**src/rtl/zeroheti_obi_apb_bridge.sv**
```systemverilog
// OBI-to-APB4 bridge: buffers granted OBI requests in a small FIFO, decodes
// each into one of NumApbSel equally sized APB regions and replies in order
// with exactly one rvalid pulse. Unmapped addresses and stalled peripherals
// return an error instead of hanging the bus.
//
// state  | meaning
// -------+--------------------------------------------------------------
// IDLE   | FIFO empty, or waiting one cycle before answering an unmapped head
// SETUP  | APB setup phase for the FIFO head (psel high, penable low)
// ACCESS | APB access phase, waiting for pready or the wait-counter limit
// RESP   | obi_rvalid_o pulse for the FIFO head, head popped at the edge
module zeroheti_obi_apb_bridge #(
    parameter int unsigned AddrWidth     = 32,
    parameter int unsigned DataWidth     = 32,
    parameter int unsigned ReqDepth      = 2,
    parameter int unsigned NumApbSel     = 4,
    parameter logic [31:0] SelBase       = 32'h0003_0000,
    parameter logic [31:0] SelSize       = 32'h0000_1000,
    parameter int unsigned TimeoutCycles = 255
) (
    input  logic                           clk_i,
    input  logic                           rst_ni,
    input  logic                           obi_req_i,
    output logic                           obi_gnt_o,
    input  logic [AddrWidth-1:0]           obi_addr_i,
    input  logic                           obi_we_i,
    input  logic [DataWidth/8-1:0]         obi_be_i,
    input  logic [DataWidth-1:0]           obi_wdata_i,
    output logic                           obi_rvalid_o,
    output logic [DataWidth-1:0]           obi_rdata_o,
    output logic                           obi_err_o,
    output logic [NumApbSel-1:0]           psel_o,
    output logic                           penable_o,
    output logic [AddrWidth-1:0]           paddr_o,
    output logic                           pwrite_o,
    output logic [DataWidth/8-1:0]         pstrb_o,
    output logic [DataWidth-1:0]           pwdata_o,
    input  logic [NumApbSel*DataWidth-1:0] prdata_i,
    input  logic [NumApbSel-1:0]           pready_i,
    input  logic [NumApbSel-1:0]           pslverr_i
);
    localparam int unsigned BeWidth   = DataWidth / 8;
    localparam int unsigned IdxWidth  = (NumApbSel > 1) ? $clog2(NumApbSel) : 1;
    localparam int unsigned PtrWidth  = (ReqDepth > 1) ? $clog2(ReqDepth) : 1;
    localparam int unsigned CntWidth  = $clog2(ReqDepth + 1);
    localparam int unsigned WaitWidth = (TimeoutCycles > 0) ? $clog2(TimeoutCycles + 1) : 1;
    localparam int unsigned SizeShift = $clog2(SelSize);

    localparam logic [WaitWidth-1:0] WaitLimit = WaitWidth'(TimeoutCycles);
    localparam logic [PtrWidth-1:0]  PtrLast   = PtrWidth'(ReqDepth - 1);
    localparam logic [CntWidth-1:0]  CntFull   = CntWidth'(ReqDepth);

    typedef enum logic [1:0] {IDLE, SETUP, ACCESS, RESP} state_t;

    state_t                state, state_nxt;
    logic [WaitWidth-1:0]  wait_cnt, wait_cnt_nxt;
    logic [DataWidth-1:0]  resp_rdata, resp_rdata_nxt;
    logic                  resp_err, resp_err_nxt;

    logic [AddrWidth-1:0]  fifo_addr  [ReqDepth];
    logic                  fifo_we    [ReqDepth];
    logic [BeWidth-1:0]    fifo_be    [ReqDepth];
    logic [DataWidth-1:0]  fifo_wdata [ReqDepth];
    logic [IdxWidth-1:0]   fifo_idx   [ReqDepth];
    logic                  fifo_mapped[ReqDepth];
    logic [PtrWidth-1:0]   wr_ptr, rd_ptr, rd_ptr_nxt;
    logic [CntWidth-1:0]   count;
    logic                  push, pop;

    logic [AddrWidth-1:0]  in_offset, in_region;
    logic                  in_mapped;
    logic [IdxWidth-1:0]   in_idx;

    logic [IdxWidth-1:0]   head_idx;
    logic                  head_we, head_mapped, next_mapped;
    logic                  sel_ready, sel_err;
    logic [DataWidth-1:0]  sel_rdata;
    logic                  active;

    function automatic logic [PtrWidth-1:0] ptr_inc(input logic [PtrWidth-1:0] p);
        return (p == PtrLast) ? '0 : p + 1'b1;
    endfunction

    // Region decode of the incoming request; the result is stored with the entry.
    assign in_offset = obi_addr_i - AddrWidth'(SelBase);
    assign in_region = in_offset >> SizeShift;
    assign in_mapped = (obi_addr_i >= AddrWidth'(SelBase)) && (in_region < AddrWidth'(NumApbSel));
    assign in_idx    = in_region[IdxWidth-1:0];

    // Fullness is taken before this cycle's pop, so a full FIFO never pushes.
    assign obi_gnt_o  = rst_ni & obi_req_i & (count != CntFull);
    assign push       = obi_gnt_o;
    assign pop        = (state == RESP);
    assign rd_ptr_nxt = ptr_inc(rd_ptr);

    assign head_idx    = fifo_idx[rd_ptr];
    assign head_we     = fifo_we[rd_ptr];
    assign head_mapped = fifo_mapped[rd_ptr];
    assign next_mapped = fifo_mapped[rd_ptr_nxt];
    assign sel_ready   = pready_i[head_idx];
    assign sel_err     = pslverr_i[head_idx];
    assign sel_rdata   = prdata_i[head_idx*DataWidth +: DataWidth];

    // FIFO pointers and occupancy; reset drops every pending entry.
    always_ff @(posedge clk_i) begin
        if (!rst_ni) begin
            wr_ptr <= '0;
            rd_ptr <= '0;
            count  <= '0;
        end else begin
            if (push) wr_ptr <= ptr_inc(wr_ptr);
            if (pop)  rd_ptr <= rd_ptr_nxt;
            if (push && !pop)      count <= count + 1'b1;
            else if (!push && pop) count <= count - 1'b1;
        end
    end

    // FIFO payload storage; contents are only observed through valid entries.
    always_ff @(posedge clk_i) begin
        if (push) begin
            fifo_addr[wr_ptr]   <= obi_addr_i;
            fifo_we[wr_ptr]     <= obi_we_i;
            fifo_be[wr_ptr]     <= obi_be_i;
            fifo_wdata[wr_ptr]  <= obi_wdata_i;
            fifo_idx[wr_ptr]    <= in_idx;
            fifo_mapped[wr_ptr] <= in_mapped;
        end
    end

    // State, wait counter and captured response.
    always_ff @(posedge clk_i) begin
        if (!rst_ni) begin
            state      <= IDLE;
            wait_cnt   <= '0;
            resp_rdata <= '0;
            resp_err   <= 1'b0;
        end else begin
            state      <= state_nxt;
            wait_cnt   <= wait_cnt_nxt;
            resp_rdata <= resp_rdata_nxt;
            resp_err   <= resp_err_nxt;
        end
    end

    // Next-state logic. A mapped request arriving at an empty bridge goes
    // straight to SETUP; an unmapped one is answered from IDLE a cycle later.
    always_comb begin
        state_nxt      = state;
        wait_cnt_nxt   = wait_cnt;
        resp_rdata_nxt = resp_rdata;
        resp_err_nxt   = resp_err;
        case (state)
            IDLE: begin
                if (count != '0) begin
                    if (head_mapped) begin
                        state_nxt = SETUP;
                    end else begin
                        state_nxt      = RESP;
                        resp_err_nxt   = 1'b1;
                        resp_rdata_nxt = '0;
                    end
                end else if (push && in_mapped) begin
                    state_nxt = SETUP;
                end
            end
            SETUP: begin
                state_nxt    = ACCESS;
                wait_cnt_nxt = '0;
            end
            ACCESS: begin
                if (sel_ready) begin
                    state_nxt      = RESP;
                    resp_err_nxt   = sel_err;
                    resp_rdata_nxt = (head_we || sel_err) ? '0 : sel_rdata;
                end else if ((TimeoutCycles != 0) && (wait_cnt == WaitLimit)) begin
                    state_nxt      = RESP;
                    resp_err_nxt   = 1'b1;
                    resp_rdata_nxt = '0;
                end else begin
                    wait_cnt_nxt = wait_cnt + 1'b1;
                end
            end
            RESP: begin
                if (count > CntWidth'(1)) begin
                    if (next_mapped) begin
                        state_nxt = SETUP;
                    end else begin
                        state_nxt      = RESP;
                        resp_err_nxt   = 1'b1;
                        resp_rdata_nxt = '0;
                    end
                end else begin
                    state_nxt = IDLE;
                end
            end
            default: state_nxt = IDLE;
        endcase
    end

    // APB and OBI outputs; all forced low while reset is asserted.
    assign active       = rst_ni && ((state == SETUP) || (state == ACCESS));
    assign psel_o       = active ? (NumApbSel'(1) << head_idx) : '0;
    assign penable_o    = rst_ni && (state == ACCESS);
    assign paddr_o      = active ? fifo_addr[rd_ptr] : '0;
    assign pwrite_o     = active && head_we;
    assign pstrb_o      = (active && head_we) ? fifo_be[rd_ptr] : '0;
    assign pwdata_o     = active ? fifo_wdata[rd_ptr] : '0;
    assign obi_rvalid_o = rst_ni && (state == RESP);
    assign obi_rdata_o  = obi_rvalid_o ? resp_rdata : '0;
    assign obi_err_o    = obi_rvalid_o && resp_err;

endmodule

```
**config.mk**
```make
export PLATFORM = sky130hd
export DESIGN_NAME = zeroheti_obi_apb_bridge
export DESIGN_NICKNAME = d
export VERILOG_FILES = /design/src/rtl/zeroheti_obi_apb_bridge.sv
export SDC_FILE = /design/constraint.sdc
export NUM_CORES = 1
export LEC_CHECK = 0
export ABC_AREA = 0
export CORE_ASPECT_RATIO = 0.6
export CORE_MARGIN = 3
export CORE_UTILIZATION = 45
export DETAILED_ROUTE_END_ITERATION = 12
export HOLD_SLACK_MARGIN = 0.1
export PLACE_DENSITY = 0.83
export SLEW_MARGIN = 20
export SYNTH_ARGS = -nofsm -noshare
export SYNTH_HDL_FRONTEND = slang
export SYNTH_SLANG_ARGS = --single-unit
```
**constraint.sdc**
```tcl
create_clock -name clk_i -period 8.73 [get_ports clk_i]
set_input_delay 1.746 -clock clk_i [delete_from_list [all_inputs] [get_ports clk_i]]
set_output_delay 1.746 -clock clk_i [all_outputs]
set_load 0.02 [all_outputs]
```
# Word level (Yosys, flattened, before mapping)
# Memory sizes are Yosys's and may differ from the RTL's. A register that Yosys moved wholly into a read port is not among the register bits.
# Index checks and enable logic that the tools add are counted.
# word_totals
ram_bits	144
word_cells	114
latch_bits	0
output_inout_bits	109
ff_bits	47
memories	6
rom_bits	0
# op_classes
n_mul	0
eq_ne	13
n_addsub	6
muxes	53
n_lt_le_gt_ge	4
bitwise_logic	2
shift	2
n_div	0
n_reduce_logical	21
# mem_list
name	words	width	read_ports	rd_ports_with_merged_regs	write_ports	line_no	source
fifo_addr	2	32	1	1	1	60	logic [AddrWidth-1:0] fifo_addr [ReqDepth];
fifo_wdata	2	32	1	1	1	63	logic [DataWidth-1:0] fifo_wdata [ReqDepth];
fifo_be	2	4	1	1	1	62	logic [BeWidth-1:0] fifo_be [ReqDepth];
fifo_idx	2	2	1	1	1	64	logic [IdxWidth-1:0] fifo_idx [ReqDepth];
fifo_mapped	2	1	2	1	1	65	logic fifo_mapped[ReqDepth];
fifo_we	2	1	1	1	1	61	logic fifo_we [ReqDepth];
# op_table
operator	n
32-bit two-way mux	10
128-bit by 8-bit indexed part select with 32-bit output	1
32-bit one-hot mux with 3 select lines	1
32-bit by 18-bit >= comparator with 1-bit output (second input constant)	1
32-bit by 18-bit subtractor with 32-bit output (second input constant)	1
1-bit two-way mux	24
20-bit by 3-bit less-than comparator with 1-bit output (second input constant)	1
2-bit two-way mux	9
8-bit two-way mux	2
8-bit one-hot mux with 2 select lines	1
2-bit inequality test (second input constant)	6
1-bit logical AND	9
8-bit by 1-bit adder with 8-bit output (second input constant)	1
8-bit equality test (second input constant)	1
4-bit two-way mux	2
2-bit one-hot mux with 4 select lines	1
3-bit inequality test (second input constant)	2
6-bit AND reduction	1
2-bit nonzero test	3
1-bit binary-select mux with 2-bit select	2
2-bit equality test (second input constant)	2
1-bit by 2-bit << shifter with 4-bit output (first input constant)	1
2-bit by 3-bit less-than comparator with 1-bit output (second input constant)	1
1-bit one-hot mux with 3 select lines	1
13 further kinds	17

# Longest topological paths before layout
# Gate-level depths: netlist of run 1.
# depth
depth_word	7
mapped_depth	9

# Worst setup path before layout of run 1
# OpenSTA, ideal clock, no wires.
# synth_timing
path_type	input port to flip-flop
from	in obi_req_i
to	mem fifo_addr[0][0], enable pin
setup_slack_ns	3.369
path_stages	2
t_required_ns	8.231
t_arrival_ns	4.862
cell_sequence	nand3b_1 > nor2_1
# synth_via
elab_chain_cells	4
# synth_rtl
item	line_no	source
start: declaration	23	input logic obi_req_i,
1-bit AND (2 in series)	91	assign obi_gnt_o = rst_ni & obi_req_i & (count != CntFull);
1-bit two-way mux	120	if (push) begin
1-bit two-way mux (not written as such)	121	fifo_addr[wr_ptr] <= obi_addr_i;
end: declaration	60	
# Every way passes these cells.

# Worst setup path in the final report of run 1
# layout_timing
from	in rst_ni
to	out pstrb_o[1]
# layout_via
elab_chain_cells	3
# layout_rtl
item	line_no	source
start: declaration	22	input logic rst_ni,
1-bit logical AND	201	assign active = rst_ni && ((state == SETUP) || (state == ACCESS));
1-bit logical AND	206	assign pstrb_o = (active && head_we) ? fifo_be[rd_ptr] : '0;
4-bit two-way mux	206	
end: declaration	36	output logic [DataWidth/8-1:0] pstrb_o,
# Every way passes these cells.

==> impl_metrics.toml, run 1 <==
[outcome]
outcome = "completed"

[synthesis]
synth-edff-count = 140
synth.distinct_cells = 43
ys.flop_type = "edfxtp_1"
ys_ff_latch = 188
async_flop_share_pct = 0
syn-num-nets = 795
yosysSeqAreaShare_pct = 62.2
syn-mean-instance-area_um2 = 14.4
syn_inst = 577
yosysWarnings = 0
synth_area_um2 = 8300

[clock_network]
cts_buffer_depth = 2
cts_max_level = 4
cts_tree = "built"
clockRootBuffer = "clkbuf_16"
insertion_delay_ps = 410
postCtsHoldBufs = 0
cts_inserted_buffers = 17
clkSinkCount = 188
cts_resized = 0
cts_setup_buffers = 0
path_clk_slew_ps = 70

[route]
drc_errors = 0
post_drt_wl_per_cell_um = 19.8
vias_per_cell = 5.30
first_pass_iters = 5
vias = 5977
ant_nets = 0
finalWirelength_um = 22400
dr.first_iter.drc_count = 391

[worst_setup_path]
critPathMaxFanout = 52
cp.required_ps = 6980
rr_endpoint = "resp_rdata[10]$_SDFFE_PN0P_"
crit_path_end_kind = "primary output"
reg2reg_setup_slack_ps = 5330
slowest_delay_ps = 630
slowest_stage = "clkdlybuf4s50_1"
cp.buffers_inverters = 4
cpLargestDelayFamily = "buffers and inverters"
ff2ff_path_depth = 6
crit_path_cell_trace = "clkdlybuf4s50_1, buf_4, nand2_2, buf_4, or2_2, nor2_1, clkdlybuf4s50_1"
critPathArrivalTime_ps = 4440
crit_type = "in -> out"
crit_path_start_kind = "input pin"

[die]
dieArea_um2 = 20200
core.rowCount = 37
io_pins = 317
die_y_um = 111
core_um2 = 17600
dieWidth_um = 181
start_util_pct = 47.2

[timing]
setup-tns-final_ps = 0
skew_ps = 12.2
slew_violations = 0
min_period_ps = 6190
period_share_pct = 70.9
worstMarginPinSlew_ps = 1100
final_hold_viol_count = 0
fmax_mhz = 162
relSlewSlack_pct = 26.4
setup_violations = 0
rsz0062_at_grt = "no"

[final_layout]
fillers = 1234
fin_util_pct = 69.7
layout-drive-gt1-share_pct = 9.40
synthToLayoutAreaGrowth_pct = 47.8
final_common_cell = "clkdlybuf4s50_1"
final_cell_area_um2 = 12300
instances_no_fill = 1128
diodes = 0
nets = 1099
layout_common_cells = "clkdlybuf4s50_1 (316), edfxtp_1 (140), nor2_1 (83), mux2i_1 (69), dfxtp_1 (47)"

[run]
cap_violations = 0

[hold_path]
hp-start = "resp_rdata[23]$_SDFFE_PN0P_"
min_path_cells = 1
hold_path.class = "reg -> reg"
worstHoldEndpoint = "resp_rdata[23]$_SDFFE_PN0P_"

[placement]
placed_cells = 1096
place.gp.congestion = 0.825
placed_area_um2 = 11700
place_hpwl_um = 16900
port_buffers = 316

[global_routing]
grt_overflow = 0
antenna_found_initial = 0
first_global_vias = 6086
grt_usage_pct = 21.6
grt_max_degree = 63
grt_pass1_wl_um = 34100

[power]
power_mw = 2.55
ir_worst_vdd_mv = 0.137
p_leak_nw = 4.22
power_density_nw_per_um2 = 208
logic make-up after synthesis:
| group | after synthesis | share of synthesized area, % |
|---|---|---|
| AND/OR/NAND/NOR | 164 | 9.50 |
| flip-flops | 188 | 62.2 |
| AO/OA/AOI/OAI | 48 | 4.78 |
| adder cells (fa/ha/maj) | 10 | 1.51 |
| buffers and inverters | 50 | 2.80 |
| multiplexers | 107 | 18.1 |
| XOR/XNOR | 10 | 1.06 |
stage by stage:
step                      hold slack, ps  setup slack (ps)
after floorplan                      434              3370
after global placement               449              2630
after detailed placement             459              2540
after CTS                            479              2530
after global routing                 496              2380
final                                475              2540
Yosys cell counts, types with 4 or more instances:
| library cell | instances | area share [%] |
|---|---|---|
| edfxtp_1 | 140 | 51 |
| nor2_1 | 85 | 3.8 |
| mux2i_1 | 70 | 8.4 |
| dfxtp_1 | 48 | 12 |
| and3_1 | 34 | 2.6 |
| mux4_2 | 34 | 9.2 |
| a22o_1 | 32 | 3.4 |
| clkbuf_1 | 27 | 1.2 |
| inv_1 | 11 | 0.50 |
| ha_1 | 10 | 1.5 |
| xnor2_1 | 8 | 0.84 |
| nand2_1 | 7 | 0.32 |
| nor3_1 | 7 | 0.42 |
| nor4_1 | 7 | 0.53 |
| buf_1 | 6 | 0.27 |
| buf_6 | 6 | 0.81 |
| nand3_1 | 6 | 0.36 |
| nor2b_1 | 4 | 0.30 |
| o21ai_0 | 4 | 0.24 |
layer usage:
layer,track usage [%],wire (um),vias up
met4,4.36,238,0
met1,30.7,10100,2951
met5,0,0,-
li1,-,-,2807
met3,5.15,1400,14
met2,34.4,10700,205
worst max path at each step:
| stage | from | to | slack [ps] | cells after the start |
|---|---|---|---|---|
| 2_1_floorplan | obi_req_i | fifo_addr[0][0]$_DFFE_PP_ | 3370 | 2 |
| 3_3_place_gp | rst_ni | pstrb_o[0] | 2630 | 7 |
| 3_5_place_dp | rst_ni | pstrb_o[1] | 2540 | 7 |
| 4_1_cts | rst_ni | pstrb_o[1] | 2530 | 7 |
| 5_1_grt | rst_ni | pstrb_o[2] | 2380 | 7 |
| 6_report | rst_ni | pstrb_o[1] | 2540 | 7 |
final cells by class:
type / instances / area [um2] / share of cell area, %
Timing Repair Buffer: 324 / 3230 / 26.3
Tap cell: 234 / 293 / 2.39
Inverter: 11 / 41.3 / 0.337
Clock inverter: 14 / 171 / 1.40
Multi-Input combinational cell: 339 / 2930 / 23.9
Clock buffer: 18 / 429 / 3.50
Sequential cell: 188 / 5170 / 42.1
power by group:
| group | switching [mW] | total [mW] | internal, mW |
|---|---|---|---|
| clock network | 0.357 | 0.769 | 0.412 |
| logic | 0.393 | 0.742 | 0.349 |
| registers | 0.0226 | 1.04 | 1.01 |
flip-flops by register name, summed over array words and instances (netlist names), 2 cells and up, named ones only:
signal	flops
fifo_wdata	64
fifo_mapped	2
count	2
resp_rdata	32
state	2
fifo_we	2
fifo_addr	64
fifo_be	8
wait_cnt	8
Note: power is estimated with default switching activity, not from simulation.
==> run 2: changes to the inputs <==
--- a/config.mk
+++ b/config.mk
@@ -8,10 +8,10 @@
 export ABC_AREA = 0
 export CORE_ASPECT_RATIO = 0.6
 export CORE_MARGIN = 3
-export CORE_UTILIZATION = 45
+export CORE_UTILIZATION = 40
 export DETAILED_ROUTE_END_ITERATION = 12
 export HOLD_SLACK_MARGIN = 0.1
-export PLACE_DENSITY = 0.83
+export PLACE_DENSITY = 0.78
 export SLEW_MARGIN = 20
 export SYNTH_ARGS = -nofsm -noshare
 export SYNTH_HDL_FRONTEND = slang
==> constraint.sdc (replaced) <==
create_clock -name clk_i -period 5.68 [get_ports clk_i]
set_input_delay 1.136 -clock clk_i [delete_from_list [all_inputs] [get_ports clk_i]]
set_output_delay 1.136 -clock clk_i [all_outputs]
set_load 0.02 [all_outputs]
==> run 2 against run 1 <==
Worst setup slack worse by 1400 ps. Register-to-register slack got worse by 3300 ps. Routed wire length down 0.20%. Clock power increased by 44%. Cell area hardly changed. Clock skew shrank 2.3 ps. First-iteration DRC count fell by 9.7%. Critical path depth down 2. Largest cell class unchanged. Sequential power grew 54%.
==> impl_metrics.toml, run 2 (synthesized netlist as in run 1, its figures left out) <==
[worst_setup_path]
cpMostUsedCell = "clkdlybuf4s50_1"
crit_path_end_kind = "primary output"
critPathArrivalTime_ps = 3390
rr_endpoint = "resp_rdata[21]$_SDFFE_PN0P_"
crit_end = "pstrb_o[3]"
cp.required_ps = 4540
crit_start = "rst_ni"
crit_type = "in -> out"
slowest_delay_ps = 610
crit_path_cell_trace = "clkdlybuf4s50_1, nand2_4, or2_2, nor2_1, clkdlybuf4s50_1"
crit_path_start_kind = "input pin"
slowest_stage = "clkdlybuf4s50_1"
reg2reg_setup_slack_ps = 2020
ff2ff_path_depth = 5
critPathMaxFanout = 68

[global_routing]
grt_max_degree = 71
antenna_found_initial = 0
grt_usage_pct = 19.9
grt_pass1_wl_um = 34000
grt_overflow = 0
first_global_vias = 6002

[timing]
min_period_ps = 4530
slew_violations = 0
period_share_pct = 79.7
setup-tns-final_ps = 0
worstMarginPinSlew_ps = 961
setup_violations = 0
fmax_mhz = 221
relSlewSlack_pct = 35.9
rsz0062_at_grt = "no"
skew_ps = 9.90
final_hold_viol_count = 0

[die]
io_pins = 317
core_um2 = 20200
dieArea_um2 = 22600
die_y_um = 118
start_util_pct = 41.1
core.rowCount = 40
dieWidth_um = 192

[route]
vias_per_cell = 5.07
first_pass_iters = 5
finalWirelength_um = 22300
drc_errors = 0
dr.first_iter.drc_count = 353
ant_nets = 0
vias = 5909
post_drt_wl_per_cell_um = 19.1

[placement]
place_hpwl_um = 16400
place.gp.congestion = 0.783
port_buffers = 316
placed_cells = 1133

[power]
p_leak_nw = 4.19
power_frac_seq_pct = 41.8
power_density_nw_per_um2 = 312
power_mw = 3.83
ir_worst_vdd_mv = 0.224
p_int_mw = 2.70
power_switching_mw = 1.13
swShare_pct = 29.6
p_clk_share_pct = 29.0
power_frac_comb_pct = 29.2

[final_layout]
instances_no_fill = 1165
layout_common_cells = "clkdlybuf4s50_1 (316), edfxtp_1 (140), nor2_1 (83), mux2i_1 (69), dfxtp_1 (47)"
final_common_cell = "clkdlybuf4s50_1"
layout-drive-gt1-share_pct = 8.97
nets = 1097
synthToLayoutAreaGrowth_pct = 47.7
top_regs = "fifo_addr: 64 flops, fifo_wdata: 64 flops, resp_rdata: 32 flops"
fillers = 1535
multi_input_area_um2 = 2940
regArea_um2 = 5170
diodes = 0

[clock_network]
cts_setup_buffers = 0
postCtsHoldBufs = 0
clkSinkCount = 188
cts_resized = 0
path_clk_slew_ps = 60
cts_max_level = 4
cts_buffer_depth = 2
insertion_delay_ps = 420
cts_inserted_buffers = 17
cts_tree = "built"
clockRootBuffer = "clkbuf_16"

[run]
cap_violations = 0

[hold_path]
hold_path.class = "reg -> reg"

[outcome]
outcome = "completed"
## run 2: how the worst min path moves through the flow
stage / start / to / slack, ps / depth (start not counted)
6_report: resp_rdata[30]$_SDFFE_PN0P_ / resp_rdata[30]$_SDFFE_PN0P_ / 470 / 1
4_1_cts: resp_rdata[30]$_SDFFE_PN0P_ / resp_rdata[30]$_SDFFE_PN0P_ / 470 / 1
3_5_place_dp: resp_rdata[30]$_SDFFE_PN0P_ / resp_rdata[30]$_SDFFE_PN0P_ / 450 / 1
2_1_floorplan: resp_rdata[30]$_SDFFE_PN0P_ / resp_rdata[30]$_SDFFE_PN0P_ / 430 / 1
5_1_grt: resp_rdata[27]$_SDFFE_PN0P_ / resp_rdata[27]$_SDFFE_PN0P_ / 490 / 1
3_3_place_gp: resp_rdata[30]$_SDFFE_PN0P_ / resp_rdata[30]$_SDFFE_PN0P_ / 450 / 1
## run 2: layout make-up
type | instances | area share (%)
multi-input combinational | 339 | 24.0
inverter | 11 | 0.337
clock buffer | 18 | 3.50
sequential | 188 | 42.2
clock inverter | 14 | 0.970
timing repair buffer | 322 | 26.3
tap | 273 | 2.79
## run 2: layer usage
layer  wire length [um]  vias up  track usage, %
met3               1700       22            5.89
met2              10600      203            31.5
met1               9740     2876            26.7
met5                  0        -               0
li1                   -     2808               -
met4                285        0            5.63
## run 2: critical path, delay by kind of cell
kind	cells	cell delay (ps)
buf+inv	2	1130
simple gates	3	1100
## run 2: power by group through the flow
stage          Sequential (mW)  Combinational [mW]  Clock [mW]
2_1_floorplan             1.62               0.650           0
3_3_place_gp              1.63                1.12           0
3_5_place_dp              1.63                1.13           0
4_1_cts                   1.60                1.13        1.14
5_1_grt                   1.61                1.20        1.20
6_report                  1.60                1.12        1.11
## run 2: per-stage QoR
step / hold slack [ps] / worst slack, ps / cell area [um2] / utilization (%)
after floorplan: 434 / 929 / 8300 / -
after global placement: 449 / 1130 / 11700 / 58.1
after detailed placement: 455 / 1070 / 11700 / 58.1
after CTS: 474 / 1070 / 12300 / 60.8
after global routing: 489 / 986 / 12300 / 60.8
final: 470 / 1150 / 12300 / 60.8
==> run 3: changes to the inputs <==
--- a/config.mk
+++ b/config.mk
@@ -8,10 +8,10 @@
 export ABC_AREA = 0
 export CORE_ASPECT_RATIO = 0.6
 export CORE_MARGIN = 3
-export CORE_UTILIZATION = 40
+export CORE_UTILIZATION = 44
 export DETAILED_ROUTE_END_ITERATION = 12
 export HOLD_SLACK_MARGIN = 0.1
-export PLACE_DENSITY = 0.78
+export PLACE_DENSITY = 0.81
 export SLEW_MARGIN = 20
 export SYNTH_ARGS = -nofsm -noshare
 export SYNTH_HDL_FRONTEND = slang
==> constraint.sdc (replaced) <==
create_clock -name clk_i -period 4.3 [get_ports clk_i]
set_input_delay 0.86 -clock clk_i [delete_from_list [all_inputs] [get_ports clk_i]]
set_output_delay 0.86 -clock clk_i [all_outputs]
set_load 0.02 [all_outputs]
==> run 3 against run 2 <==
Sequential share of layout area fell by 0.073 points. Global-route usage rose by 1.6 points. Non-clock buffer count rose by 7. Sequential power rose by 31%. Clock-buffer cell count rose by 1. First-iteration DRC count rose by 13%. Critical path type unchanged.
==> impl_metrics.toml, run 3 (synthesized netlist as in run 1, its figures left out) <==
[outcome]
outcome = "completed"

[power]
power_density_nw_per_um2 = 419
p_leak_nw = 4.24
ir_worst_vdd_mv = 0.283

[timing]
skew_ps = 16.6
min_period_ps = 3740
worstMarginPinSlew_ps = 682
fmax_mhz = 267
slew_violations = 0
rsz0062_at_grt = "no"
setup-tns-final_ps = 0
setup_violations = 0
final_hold_viol_count = 0
relSlewSlack_pct = 54.5
period_share_pct = 87.0

[placement]
place_hpwl_um = 16800
place.gp.congestion = 0.851
placed_cells = 1107
port_buffers = 316

[route]
post_drt_wl_per_cell_um = 19.9
ant_nets = 0
drc_errors = 0
vias = 6058
dr.first_iter.drc_count = 399
first_pass_iters = 5
finalWirelength_um = 22600
vias_per_cell = 5.32

[die]
core_um2 = 18300
dieArea_um2 = 20600
dieWidth_um = 183
io_pins = 317
core.rowCount = 38
start_util_pct = 45.5
die_y_um = 112

[worst_setup_path]
crit_type = "in -> out"
slowest_stage = "clkdlybuf4s50_1"
cp.required_ps = 3440
ff2ff_path_depth = 6
crit_path_end_kind = "primary output"
slowest_delay_ps = 630
cpLargestDelayFamily = "buffers and inverters"
cpMostUsedCell = "clkdlybuf4s50_1"
cp.buffers_inverters = 4
worst-path-stages = 5
crit_path_start_kind = "input pin"
crit_path_cell_trace = "clkdlybuf4s50_1, buf_4, nand3b_1, inv_1, clkdlybuf4s50_1"
critPathArrivalTime_ps = 2880
critPathMaxFanout = 42

[final_layout]
top_regs = "fifo_addr: 64 flops, fifo_wdata: 64 flops, resp_rdata: 32 flops"
layout_common_cells = "clkdlybuf4s50_1 (316), edfxtp_1 (140), nor2_1 (83), mux2i_1 (69), dfxtp_1 (47)"
diodes = 0
layout-drive-gt1-share_pct = 9.79
synthToLayoutAreaGrowth_pct = 48.0
nets = 1104
instances_no_fill = 1139
final_common_cell = "clkdlybuf4s50_1"

[hold_path]
hold_path.class = "reg -> reg"
min_path_cells = 1

[clock_network]
path_clk_slew_ps = 70
cts_max_level = 4
insertion_delay_ps = 420
cts_tree = "built"
cts_inserted_buffers = 17
cts_setup_buffers = 0
cts_buffer_depth = 2
clockRootBuffer = "clkbuf_16"
cts_resized = 0
clkSinkCount = 188
postCtsHoldBufs = 0

[global_routing]
grt_max_degree = 68
grt_overflow = 0
grt_pass1_wl_um = 33900
first_global_vias = 6037
antenna_found_initial = 1
grt_usage_pct = 21.4

[run]
cap_violations = 0
run 3: cell types whose count changed in the layout (fill, tap and decap cells not counted), sizes merged:
cell / previous run / this run
buf: 6 / 13
clkinvlp: 2 / 0
inv: 15 / 16
clkbuf: 18 / 19
run 3: area by class of cell:
| type | instances | area, um2 |
|---|---|---|
| clock buffer | 19 | 454 |
| clock inverter | 13 | 111 |
| fill | 1336 | 5980 |
| inverter | 11 | 41.3 |
| multi-input combinational | 339 | 2930 |
| sequential | 188 | 5170 |
| tap | 240 | 300 |
| timing repair buffer | 329 | 3270 |
run 3: where the power goes:
group          total, mW  internal (mW)  switching, mW
clock network       1.52          0.837          0.680
logic               1.52          0.721          0.800
registers           2.10           2.06         0.0443
total               5.14           3.62           1.52
run 3: stage by stage:
| step | hold WS [ps] | util [%] | power [mW] | setup slack [ps] | instance area, um2 |
|---|---|---|---|---|---|
| detailed placement | 457 | 64.2 | 3.66 | 561 | 11700 |
| CTS | 478 | 67.3 | 5.18 | 562 | 12300 |
| global route | 495 | 67.3 | 5.36 | 421 | 12300 |
| global placement | 450 | 64.2 | 3.65 | 604 | 11700 |
| floorplan | 434 | - | 2.99 | -175 | 8300 |
| finish | 477 | 67.3 | 5.14 | 557 | 12300 |
run 3: path summary, 6_finish.rpt:
path,start,to,slack (ps)
hold / removal,resp_rdata[27]$_SDFFE_PN0P_,resp_rdata[27]$_SDFFE_PN0P_,480
hold reg to reg,resp_rdata[27]$_SDFFE_PN0P_,resp_rdata[27]$_SDFFE_PN0P_,480
setup / recovery,rst_ni,obi_gnt_o,560
setup reg to reg,flip-flop,resp_rdata[26]$_SDFFE_PN0P_,1280
run 3: metal layers:
metal	share of wire, %	track usage (%)
met3	6.8	5.34
met4	0.96	5.32
met5	0.057	0
met2	47	33.1
met1	45	30.8
